## src/rtl/uart_pkg.sv

```systemverilog
// Shared UART definitions (state encoding and line levels) used by both TX and RX.
package uart_pkg;

   typedef enum logic [2:0] {
      IDLE,
      START,
      DATA,
      PARITY,
      STOP
   } uart_state_e;

   localparam int unsigned UART_DATA_BITS = 8;
   localparam logic        UART_START_BIT = 1'b0;
   localparam logic        UART_STOP_BIT  = 1'b1;

endpackage

```

## src/rtl/uart_baud_gen.sv

```systemverilog
// Bit-period divider: emits a one-cycle bit_tick_o on the last clock of every bit period.
module uart_baud_gen #(
   parameter int unsigned CLKS_PER_BIT = 16
) (
   input  logic clk_i,
   input  logic reset_i,
   input  logic clear_i,
   output logic bit_tick_o
);

   localparam int unsigned CW = (CLKS_PER_BIT > 1) ? $clog2(CLKS_PER_BIT) : 1;

   logic [CW-1:0] cnt_q, cnt_d;

   assign bit_tick_o = (cnt_q == CW'(CLKS_PER_BIT - 1));

   always_comb begin
      cnt_d = cnt_q + 1'b1;
      if (clear_i || bit_tick_o) cnt_d = '0;
   end

   always_ff @(posedge clk_i) begin
      if (reset_i) cnt_q <= '0;
      else         cnt_q <= cnt_d;
   end

endmodule

```

## src/rtl/uart_tx.sv

```systemverilog
// UART transmitter: start, 8 data bits MSB first, optional even parity, STOP_BITS stop bits.
// Parity is compiled in when UART_TX_PARITY_EN is defined.
module uart_tx
   import uart_pkg::*;
#(
   parameter int unsigned CLKS_PER_BIT = 16,
   parameter int unsigned STOP_BITS    = 1
) (
   input  logic       clk,
   input  logic       reset,
   input  logic       tx_valid,
   input  logic [7:0] tx_data,
   output logic       tx_ready,
   output logic       d_out,
   output logic       busy
);

   localparam logic [2:0] BIT_LAST  = 3'(UART_DATA_BITS - 1);
   localparam logic       STOP_LAST = 1'(STOP_BITS - 1);

   uart_state_e state_q, state_d;
   logic [7:0]  shreg_q, shreg_d;
   logic [2:0]  bit_cnt_q, bit_cnt_d;
   logic        stop_cnt_q, stop_cnt_d;
   logic        d_out_q, d_out_d;
   logic        accept, bit_tick;
`ifdef UART_TX_PARITY_EN
   logic        parity_q, parity_d;
`endif

   assign tx_ready = (state_q == IDLE) && !reset;
   assign accept   = tx_valid && tx_ready;
   assign busy     = (state_q != IDLE);
   assign d_out    = d_out_q;

   uart_baud_gen #(
      .CLKS_PER_BIT(CLKS_PER_BIT)
   ) u_baud (
      .clk_i      (clk),
      .reset_i    (reset),
      .clear_i    (accept),
      .bit_tick_o (bit_tick)
   );

   // d_out_d is the level of the bit being entered, so the line is registered without lag.
   always_comb begin
      state_d    = state_q;
      shreg_d    = shreg_q;
      bit_cnt_d  = bit_cnt_q;
      stop_cnt_d = stop_cnt_q;
      d_out_d    = d_out_q;
`ifdef UART_TX_PARITY_EN
      parity_d   = parity_q;
`endif
      case (state_q)
         IDLE: begin
            d_out_d = UART_STOP_BIT;
            if (accept) begin
               state_d    = START;
               shreg_d    = tx_data;
               bit_cnt_d  = '0;
               stop_cnt_d = '0;
               d_out_d    = UART_START_BIT;
`ifdef UART_TX_PARITY_EN
               parity_d   = ^tx_data;
`endif
            end
         end
         START: begin
            if (bit_tick) begin
               state_d = DATA;
               d_out_d = shreg_q[7];
            end
         end
         DATA: begin
            if (bit_tick) begin
               if (bit_cnt_q == BIT_LAST) begin
`ifdef UART_TX_PARITY_EN
                  state_d = PARITY;
                  d_out_d = parity_q;
`else
                  state_d = STOP;
                  d_out_d = UART_STOP_BIT;
`endif
               end else begin
                  bit_cnt_d = bit_cnt_q + 1'b1;
                  shreg_d   = {shreg_q[6:0], 1'b0};
                  d_out_d   = shreg_q[6];
               end
            end
         end
`ifdef UART_TX_PARITY_EN
         PARITY: begin
            if (bit_tick) begin
               state_d = STOP;
               d_out_d = UART_STOP_BIT;
            end
         end
`endif
         STOP: begin
            if (bit_tick) begin
               if (stop_cnt_q == STOP_LAST) state_d = IDLE;
               else                         stop_cnt_d = stop_cnt_q + 1'b1;
               d_out_d = UART_STOP_BIT;
            end
         end
         default: begin
            state_d = IDLE;
            d_out_d = UART_STOP_BIT;
         end
      endcase
   end

   always_ff @(posedge clk) begin
      if (reset) begin
         state_q    <= IDLE;
         shreg_q    <= '0;
         bit_cnt_q  <= '0;
         stop_cnt_q <= '0;
         d_out_q    <= UART_STOP_BIT;
`ifdef UART_TX_PARITY_EN
         parity_q   <= 1'b0;
`endif
      end else begin
         state_q    <= state_d;
         shreg_q    <= shreg_d;
         bit_cnt_q  <= bit_cnt_d;
         stop_cnt_q <= stop_cnt_d;
         d_out_q    <= d_out_d;
`ifdef UART_TX_PARITY_EN
         parity_q   <= parity_d;
`endif
      end
   end

endmodule
```

## config.mk

```make
export PLATFORM = sky130hd
export DESIGN_NAME = uart_tx
export DESIGN_NICKNAME = d
export VERILOG_FILES = /design/src/rtl/uart_pkg.sv /design/src/rtl/uart_baud_gen.sv /design/src/rtl/uart_tx.sv
export SDC_FILE = /design/constraint.sdc
export NUM_CORES = 1
export LEC_CHECK = 0
export BUFFER_PORTS_ARGS = -buffer_cell sky130_fd_sc_hd__clkbuf_2
export CAP_MARGIN = 15
export CORE_MARGIN = 2
export CORE_UTILIZATION = 55
export DETAILED_ROUTE_END_ITERATION = 10
export PLACE_DENSITY = 0.77
export RECOVER_POWER = 100
export SLEW_MARGIN = 0
export SYNTH_ARGS = -nofsm -noshare
export SYNTH_HDL_FRONTEND = slang
export SYNTH_HIERARCHICAL = 1
export SYNTH_SLANG_ARGS = --single-unit
export TNS_END_PERCENT = 50
```

## constraint.sdc

```tcl
create_clock -name clk -period 2.18 [get_ports clk]
set_clock_uncertainty 0.1 [all_clocks]
set_input_delay 0.545 -clock clk [delete_from_list [all_inputs] [get_ports clk]]
set_output_delay 0.545 -clock clk [all_outputs]
set_load 0.05 [all_outputs]
```

### Word level (Yosys, flattened, before mapping)

Index checks and enable logic that the tools add are counted.
W data, S select, Z words.

| storage, ports and cells | value |
|---|---|
| memories kept | 0 |
| bits in read-only memories | 0 |
| bits in latches | 0 |
| input bits | 11 |
| flip-flop bits (word level) | 20 |
| output and inout port bits | 3 |
| word-level logic and storage cells | 59 |
| memory bits (writable) | 0 |

| operators by class | value |
|---|---|
| bitwise operators | 0 |
| shift operators | 0 |
| equal/unequal tests | 12 |
| muxes and demuxes | 25 |
| multiply operators | 0 |
| div/mod/pow operators | 0 |
| order comparisons | 0 |
| reductions and logical operators | 13 |
| $add $sub $neg | 3 |

Operators by type and width:

| cell | number |
|---|---|
| $mux W3 | 9 |
| $mux W8 | 3 |
| $pmux W8 S2 | 1 |
| $pmux W3 S4 | 1 |
| $mux W1 | 8 |
| $ne A2 B1 Y1 const B | 4 |
| $eq A3 B3 Y1 const B | 2 |
| $ne A2 B2 Y1 const B | 3 |
| $pmux W3 S2 | 1 |
| $reduce_and A3 Y1 | 2 |
| $reduce_and A6 Y1 | 1 |
| $add A4 B1 Y4 const B | 1 |
| $eq A4 B4 Y1 const B | 1 |
| $pmux W1 S4 | 1 |
| $reduce_and A4 Y1 | 1 |
| $reduce_bool A2 Y1 | 2 |
| $add A3 B1 Y3 const B | 1 |
| $eq A3 B1 Y1 const B | 1 |
| $eq A3 B2 Y1 const B | 1 |
| $logic_not A3 Y1 | 1 |
| $reduce_bool A3 Y1 | 1 |
| $logic_and A1 B1 Y1 | 2 |
| $pmux W1 S2 | 1 |
| $reduce_or A2 Y1 | 1 |
| 3 further kinds | 3 |

### Depth between registers and ports, before layout

Gate-level depths: netlist (run 1).

| logic depth | value |
|---|---|
| depth after elaboration | 5 |
| mapped depth | 8 |
| gate-level depth less buffers | 7 |

### Hierarchy

The synthesis (run 1) kept the hierarchy.

By module, submodules not included:

| module | cells an instance | seq. area each (µm²) | instances | area an instance (µm²) |
|---|---|---|---|---|
| uart_tx | 91 | 300.3 | 1 | 850.8 |
| uart_baud_gen | 16 | 80.1 | 1 | 157.7 |

### Worst setup path before layout (run 1)

No wires, ideal clock.

| path | value |
|---|---|
| path kind | input -> register |
| from | input port reset |
| to | register bit_cnt_q[1] |
| data arrival time | 1.944 ns |
| stages on the path | 7 |
| path slack | 0.068 ns |
| cell sequence | buf_2 -> nor4_4 -> a32o_2 -> buf_6 -> buf_12 -> nand3_2 -> a21oi_2 |

| between the ends | value |
|---|---|
| word-level cells in the longest chain between the ends | 5 |

RTL lines:

| item | RTL line | source |
|---|---|---|
| start: declaration | uart_tx.sv:10 | `input logic reset,` |
| $logic_not A1 Y1 | uart_tx.sv:31 | `assign tx_ready = (state_q == IDLE) && !reset;` |
| $logic_and A1 B1 Y1 | uart_tx.sv:31 |  |
| via tx_ready | uart_tx.sv:13 | `output logic tx_ready,` |
| $logic_and A1 B1 Y1 | uart_tx.sv:32 | `assign accept = tx_valid && tx_ready;` |
| $ne A2 B1 Y1 (no source line) | n/a |  |
| $reduce_and A4 Y1 (no source line) | n/a |  |
| end signal: assignment | uart_tx.sv:127 | `bit_cnt_q <= bit_cnt_d;` |
| end: declaration | uart_tx.sv:23 | `logic [2:0] bit_cnt_q, bit_cnt_d;` |

The timed path passes the listed nets, and every way through them passes these cells.
A chain may end at the register's enable or synchronous reset.

### Worst setup path in the final report (run 1)

| path | value |
|---|---|
| from | register state_q[2] |
| to | output port tx_ready |

| between the ends | value |
|---|---|
| word-level cells in the longest chain between the ends | 2 |

RTL lines:

| item | RTL line | source |
|---|---|---|
| start: declaration | uart_tx.sv:21 | `uart_state_e state_q, state_d;` |
| start signal: assignment | uart_tx.sv:125 | `state_q <= state_d;` |
| $logic_not A3 Y1 | uart_tx.sv:31 |  |
| $logic_and A1 B1 Y1 | uart_tx.sv:31 |  |
| end: declaration | uart_tx.sv:13 |  |

No other way between the ends.

==> results of run 1 <==
==> power groups by stage <==
stage,registers (mW),logic [mW],clock network [mW]
after floorplan,0.384,0.0666,0
after global placement,0.384,0.0819,0
after detailed placement,0.385,0.0840,0
after CTS,0.377,0.0848,0.184
after global routing,0.380,0.0921,0.195
final,0.377,0.0831,0.177
==> layer usage <==
metal | vias up | GRT usage [%] | wire [um]
met5 | - | 0 | 0
met4 | 0 | 11.7 | 29
met3 | 4 | 4.62 | 52
met2 | 10 | 26.8 | 774
met1 | 351 | 22.5 | 860
li1 | 407 | - | -
==> metrics by stage <==
step / hold WS (ns) / setup slack [ns] / utilization [%]
3_3_place_gp: 0.336 / 0.244 / 60.7
4_1_cts: 0.361 / 0.0295 / 62.4
3_5_place_dp: 0.345 / 0.172 / 60.7
5_1_grt: 0.392 / -0.00818 / 62.2
6_report: 0.353 / 0.0834 / 62.2
2_1_floorplan: 0.318 / 0.0679 / -
==> flip-flops by register name, summed over array words and instances (netlist names) <==
register,flops
d_out,1
bit_cnt_q,3
state_q,3
u_baud/cnt_q,4
shreg_q,8
==> cell type report <==
type,count,area [um2]
timing repair buffer,15,81.3
sequential,19,382
multi-input combinational,77,546
tap,25,31.3
inverter,2,7.51
fill,159,653
clock buffer,4,26.3
==> cell usage in the layout (no fill, tap or decap), drive strengths merged, types with 5 or more instances in the layout <==
cell and n:
a21oi 5, mux2i 7, nor3 5, clkbuf 16
a211oi 8, dfxtp 19, nand3 5, nor2 17
nand2 6
==> worst paths after layout <==
path,from,end,slack (ns)
setup / recovery,state_q[2],tx_ready,0.08
hold / removal,u_baud/cnt_q[0],u_baud/cnt_q[0],0.35
setup reg to reg,bit_cnt_q[0],shreg_q[1],0.17
hold reg to reg,u_baud/cnt_q[0],u_baud/cnt_q[0],0.35
==> critical path: cells and delay by family, from the launching register on <==
family        cells  cell delay [ns]
flops             1             0.45
simple gates      1             0.43
buf+inv           1             0.27
==> kinds of logic after synthesis <==
| group | count (synthesis) | share of synthesized area (%) |
|---|---|---|
| and+or+nand+nor | 41 | 23.9 |
| AOI/OAI and AO/OA | 23 | 17.2 |
| xor gates and xnor gates | 3 | 2.61 |
| muxes | 7 | 6.95 |
| buffers and inverters | 11 | 7.82 |
| DFF | 19 | 37.7 |
| adders and majority gates | 3 | 3.72 |
==> cells in the mapped netlist, types with 2 or more instances <==
| cell type | number | share of area (%) |
|---|---|---|
| nand3_1 | 3 | 1.5 |
| dfxtp_1 | 19 | 38 |
| o21ai_0 | 2 | 0.99 |
| buf_2 | 2 | 0.99 |
| nor3_1 | 4 | 2.0 |
| nand2_1 | 6 | 2.2 |
| ha_1 | 3 | 3.7 |
| a32oi_1 | 2 | 1.7 |
| a21oi_1 | 2 | 0.99 |
| buf_6 | 2 | 2.2 |
| nor2_1 | 16 | 6.0 |
| a211oi_1 | 8 | 6.0 |
| mux2i_1 | 7 | 6.9 |
| clkbuf_1 | 2 | 0.74 |
| nand3b_1 | 2 | 1.5 |
| nand3_2 | 2 | 2.0 |
| xor2_1 | 2 | 1.7 |
| inv_1 | 2 | 0.74 |
| a21oi_2 | 3 | 2.6 |
==> repair_timing <==
item,in CTS,in global routing
resized for setup,1,2
pin swaps,0,2
endpoints found under the setup margin,1,4
==> qor.yml, run 1 <==
die:
  core_um2: 1730
  initial_core_util_pct: 58.4
  dieHeight_um: 46.8
  chipWidth_um: 46.8
  rows: 15
  die_area_um2: 2190
  io_pins: 14
setup_path:
  cp.arrival_ns: 1.45
  cp-end-kind: "output port"
  worstPathMaxFanout: 10
  r2r_cells: 6
  cpPeakStageDelay_ns: 0.45
  crit_required_ns: 1.53
  crit_type: "flip-flop to output port"
  start_kind: "flip-flop"
  crit_chain: "nor4_4 > buf_4"
  cp_slowest_cell: "dfxtp_1"
placed_design:
  placed_cells: 138
  port_buffers: 13
  place_hpwl_um: 1210
  gp_congestion: 0.830
  dpl_cell_area_um2: 1050
clock_tree:
  clkTransAtPathRegs_ns: 0.10
  clockBufferDepth: 2
  cts_buffers: 3
  cts_root_buf: "clkbuf_4"
  cts.sinks: 19
  cts_setup_buffers: 0
  htree_levels: 1
  cts_hold_buf: 0
  clock_latency_ns: 0.30
  cts_tree: "done"
grt:
  gr-total-overflow: 0
  grt_pass1_wl_um: 2700
  grt_max_degree: 19
  grt_usage_pct: 17.9
  grt_pass1_vias: 622
  grt_antenna_before_repair: 0
synthesis:
  synth.cell_area_um2: 1010
  ys_ff_latch: 19
  ys_seq_area_share_pct: 37.7
  synth-warning-count: 6
  synthArstFlopShare_pct: 0
  syn_inst: 107
  synth_edf_count: 0
  syn_nets: 121
  synth-main-ff-cell: "dfxtp_1"
  avgSynthCellArea_um2: 9.42
  synth_cell_type_count: 37
layout:
  fin_nets: 132
  fin_cells: 142
  area_delta_synth_final_pct: 6.45
  drive_above_1_share_pct: 23.9
  stdcell_area_um2: 1070
  antennaDiodeCount: 0
pwr:
  swShare_pct: 26.5
  seqPwrFrac_pct: 59.2
  p_leak_nw: 0.428
  cellPowerDensity_nw_per_um2: 593
  clockPowerShare_pct: 27.7
  combPwrFrac_pct: 13.1
  power.internal_mw: 0.468
  p_total_mw: 0.637
  peakVddDrop_mv: 0.426
  p_switching_mw: 0.169
drt:
  dr_total_vias: 772
  drc: 0
  drt_iter0_drc: 12
  via_per_inst: 5.44
  dr.pass1.iters: 4
  routedWlPerCell_um: 12.1
  wirelength_um: 1720
  postRouteAntennaNets: 0
worst_hold_path:
  holdPathStages: 1
  min_path_type: "flip-flop to flip-flop"
sta:
  fmax_ghz: 0.477
  worst_pin_slew_ns: 0.592
  period_needed_ns: 2.10
  period_share_pct: 96.2
  finalSetupTns_ns: 0
  hold_viol: 0
  drv_slew: 0
  rsz0062_at_grt: "true"
  max_slew_margin_pct: 60.7
  setup_viol: 0
run_status:
  status: "complete, no violations"
run:
  max-cap-violations: 0
(Power assumes the default switching activity.)
==> inputs of run 2 (changes only) <==
--- a/config.mk
+++ b/config.mk
@@ -5,8 +5,10 @@
 export SDC_FILE = /design/constraint.sdc
 export NUM_CORES = 1
 export LEC_CHECK = 0
+export ABC_AREA = 1
 export BUFFER_PORTS_ARGS = -buffer_cell sky130_fd_sc_hd__clkbuf_2
 export CAP_MARGIN = 15
+export CORE_ASPECT_RATIO = 1.2
 export CORE_MARGIN = 2
 export CORE_UTILIZATION = 55
 export DETAILED_ROUTE_END_ITERATION = 10
==> run 2 against run 1 <==
Global-route usage increased by 2.2 points. Die area increased by 3.1%. Combinational power increased to 7.3 times the previous value. Sequential cell count unchanged. Sequential power increased by 41%. Wire length increased by 6.6%. Critical path depth increased by 2. Maximum frequency increased by 2.5%. Worst setup slack improved by 0.052 ns. Cell count increased by 28%.
==> qor.yml, run 2 <==
run_status:
  status: "complete, no violations"
die:
  die_area_um2: 2260  # +3.1%
  core_um2: 1810  # +4.7%
  io_pins: 14  # unchanged
  rows: 17  # +2
  dieHeight_um: 51.7  # +10%
  initial_core_util_pct: 57.6  # -0.76 points
  chipWidth_um: 43.7  # -6.6%
worst_hold_path:
  holdPathStages: 1  # unchanged
  min_path_type: "flip-flop to flip-flop"
  hold_path_end: "u_baud/cnt_q[0]"
  min-delay-start: "u_baud/cnt_q[0]"
placed_design:
  port_buffers: 13  # unchanged
  gp_congestion: 0.891  # +7.4%
  dp_slack_ns: 0.402  # +0.230 ns
  place_hpwl_um: 1410  # +16%
synthesis:
  synth-warning-count: 6  # unchanged
  synth_top_cell_area_share_pct: 36.5  # -1.2 points
  synth_compound_area_share_pct: 9.24  # -8.0 points
  synth_top_family_by_area: "simple AND/OR/NAND/NOR gates"
  synthArstFlopShare_pct: 0  # unchanged
  synth_most_common_cell: "nand2_1"
  synthMuxAreaShare_pct: 0  # -6.9 points
  synth_edf_count: 0  # unchanged
  syn_nets: 164  # +36%
  synth_common_cells: "nand2_1, nor2_1, dfxtp_1"
  ys_ff_latch: 19  # unchanged
  synth.cell_area_um2: 1040  # +3.3%
  synth_top_cell_by_area: "dfxtp_1"
  synth_cell_type_count: 23  # -38%
  ys_seq_area_share_pct: 36.5  # -1.2 points
  synthTopCellsByArea: "dfxtp_1, nand2_1, nor2_1, nor2_2, nand3_1"
  synth_fa_ha_area_share_pct: 3.60  # -0.12 points
  syn_inst: 150  # +40%
  avgSynthCellArea_um2: 6.95  # -26%
  synthXorXnorAreaFrac_pct: 0.840  # -1.8 points
  yosys.area_share.simple_pct: 40.0  # +16 points
  synth-main-ff-cell: "dfxtp_1"
grt:
  grt_max_degree: 14  # -5
  grt_usage_pct: 20.0  # +2.2 points
  grt_pass1_vias: 891  # +43%
  grt_pass1_wl_um: 3380  # +25%
  gr-total-overflow: 0  # unchanged
  grt_antenna_before_repair: 0  # unchanged
clock_tree:
  cts_buffers: 3  # unchanged
  cts_hold_buf: 0  # unchanged
  cts_resized: 0  # -1
  cts_setup_buffers: 0  # unchanged
  clkTransAtPathRegs_ns: 0.11  # about the same
  clockBufferDepth: 2  # unchanged
  cts_root_buf: "clkbuf_4"
  cts_tree: "done"
  cts.sinks: 19  # unchanged
  clock_latency_ns: 0.30  # about the same
  htree_levels: 1  # unchanged
sta:
  finalSetupTns_ns: 0  # unchanged
  drv_slew: 0  # unchanged
  hold-worst-slack_ns: 0.375  # +0.0222 ns
  setup_viol: 0  # unchanged
  rsz0062_at_grt: "false"
  fmax_ghz: 0.489  # +2.5%
  period_needed_ns: 2.04  # -0.0516 ns
  max_slew_margin_pct: 60.8  # +0.15 points
  fin_ws_ns: 0.135  # +0.0516 ns
  period_share_pct: 93.8  # -2.4 points
  worst_pin_slew_ns: 0.590  # -0.00224 ns
  hold_viol: 0  # unchanged
setup_path:
  reg2reg_from: "bit_cnt_q[0]"
  crit_required_ns: 1.53  # about the same
  cp-end-kind: "output port"
  worstPathMaxFanout: 5  # -5
  crit_type: "flip-flop to output port"
  cp.arrival_ns: 1.40  # -0.05 ns
  start_kind: "flip-flop"
  r2r_cells: 9  # +3
  r2r-end: "bit_cnt_q[2]"
  timing.reg2reg.setup_slack_ns: 0.29  # +0.12 ns
layout:
  antennaDiodeCount: 0  # unchanged
  largest_register: "shreg_q"
  fill_cells: 170  # +6.9%
  area_delta_synth_final_pct: 4.68
  largest_reg_flops: 8  # unchanged
  multiInputGateArea_um2: 537  # -1.6%
  top_regs: "shreg_q: 8 flops, u_baud/cnt_q: 4 flops"
  register_area_um2: 380  # -0.33%
  mostFrequentLayoutCells: "nand2_1, nor2_1, dfxtp_1, inv_1"
  drive_above_1_share_pct: 17.2  # -6.8 points
  final_common_cell: "nand2_1"
  fin_nets: 178  # +35%
pwr:
  power.internal_mw: 0.719  # +54%
  peakVddDrop_mv: 0.711  # +67%
  p_switching_mw: 0.596  # +250%
  cellPowerDensity_nw_per_um2: 1200  # +100%
  clockPowerShare_pct: 13.6  # -14 points
  p_total_mw: 1.31  # +110%
  seqPwrFrac_pct: 40.4  # -19 points
  p_leak_nw: 0.555  # +30%
  combPwrFrac_pct: 46.0  # +33 points
  swShare_pct: 45.3  # +19 points
drt:
  dr_total_vias: 925  # +20%
  postRouteAntennaNets: 0  # unchanged
  via_per_inst: 5.08  # -6.5%
  drt_iter0_drc: 9  # -3
  wirelength_um: 1830  # +6.6%
  dr.pass1.iters: 4  # unchanged
  drc: 0  # unchanged
  routedWlPerCell_um: 10.1  # -17%
run:
  max-cap-violations: 0  # unchanged
==> run 2: cell families after synthesis <==
kind of cell,Yosys count
XOR/XNOR,1
AND/OR/NAND/NOR,91
buffers and inverters,20
adder cells (fa/ha/maj),3
flip-flops,19
AO/OA/AOI/OAI,16
==> run 2: through the flow <==
| stage | cells | utilization, % | instance area [um2] |
|---|---|---|---|
| floorplan | 150 | - | 1040 |
| global placement | 178 | 60.3 | 1090 |
| detailed placement | 178 | 60.3 | 1090 |
| CTS | 182 | 61.8 | 1120 |
| global route | 182 | 60.3 | 1090 |
| finish | 182 | 60.3 | 1090 |
==> run 2: per-layer routing <==
layer	global-route usage (%)	routed length [um]
met2	35.5	905
met5	0	0
met3	2.08	54
met4	14.6	57
met1	21.4	814
==> run 2: layout make-up <==
type                       instances  area share [%]
multi-input combinational        111            49.2
tap                               19            2.18
clock buffer                       4            2.41
sequential                        19            34.9
timing repair buffer              13            5.85
inverter                          16            5.50
==> run 2: critical path, cell delays in order, from the launching register on <==
cell and delay, ns:
dfxtp_1 0.38, nor2_4 0.17, nand2_1 0.12, nor2_1 0.14, clkbuf_2 0.29
==> run 2: power by group through the flow <==
stage	logic (mW)	clock network (mW)	registers, mW
2_1_floorplan	0.574	0	0.556
3_3_place_gp	0.631	0	0.537
3_5_place_dp	0.647	0	0.544
4_1_cts	0.649	0.181	0.536
5_1_grt	0.716	0.189	0.541
6_report	0.605	0.178	0.531
==> run 2: worst max-delay path by stage <==
stage	to	cells after the start	start	slack [ns]
2_1_floorplan	tx_ready	3	state_q[2]	0.07
3_3_place_gp	tx_ready	3	reset	0.42
3_5_place_dp	tx_ready	3	reset	0.40
4_1_cts	tx_ready	4	state_q[2]	0.16
5_1_grt	bit_cnt_q[2]	9	u_baud/cnt_q[0]	0.07
6_report	tx_ready	4	state_q[2]	0.14
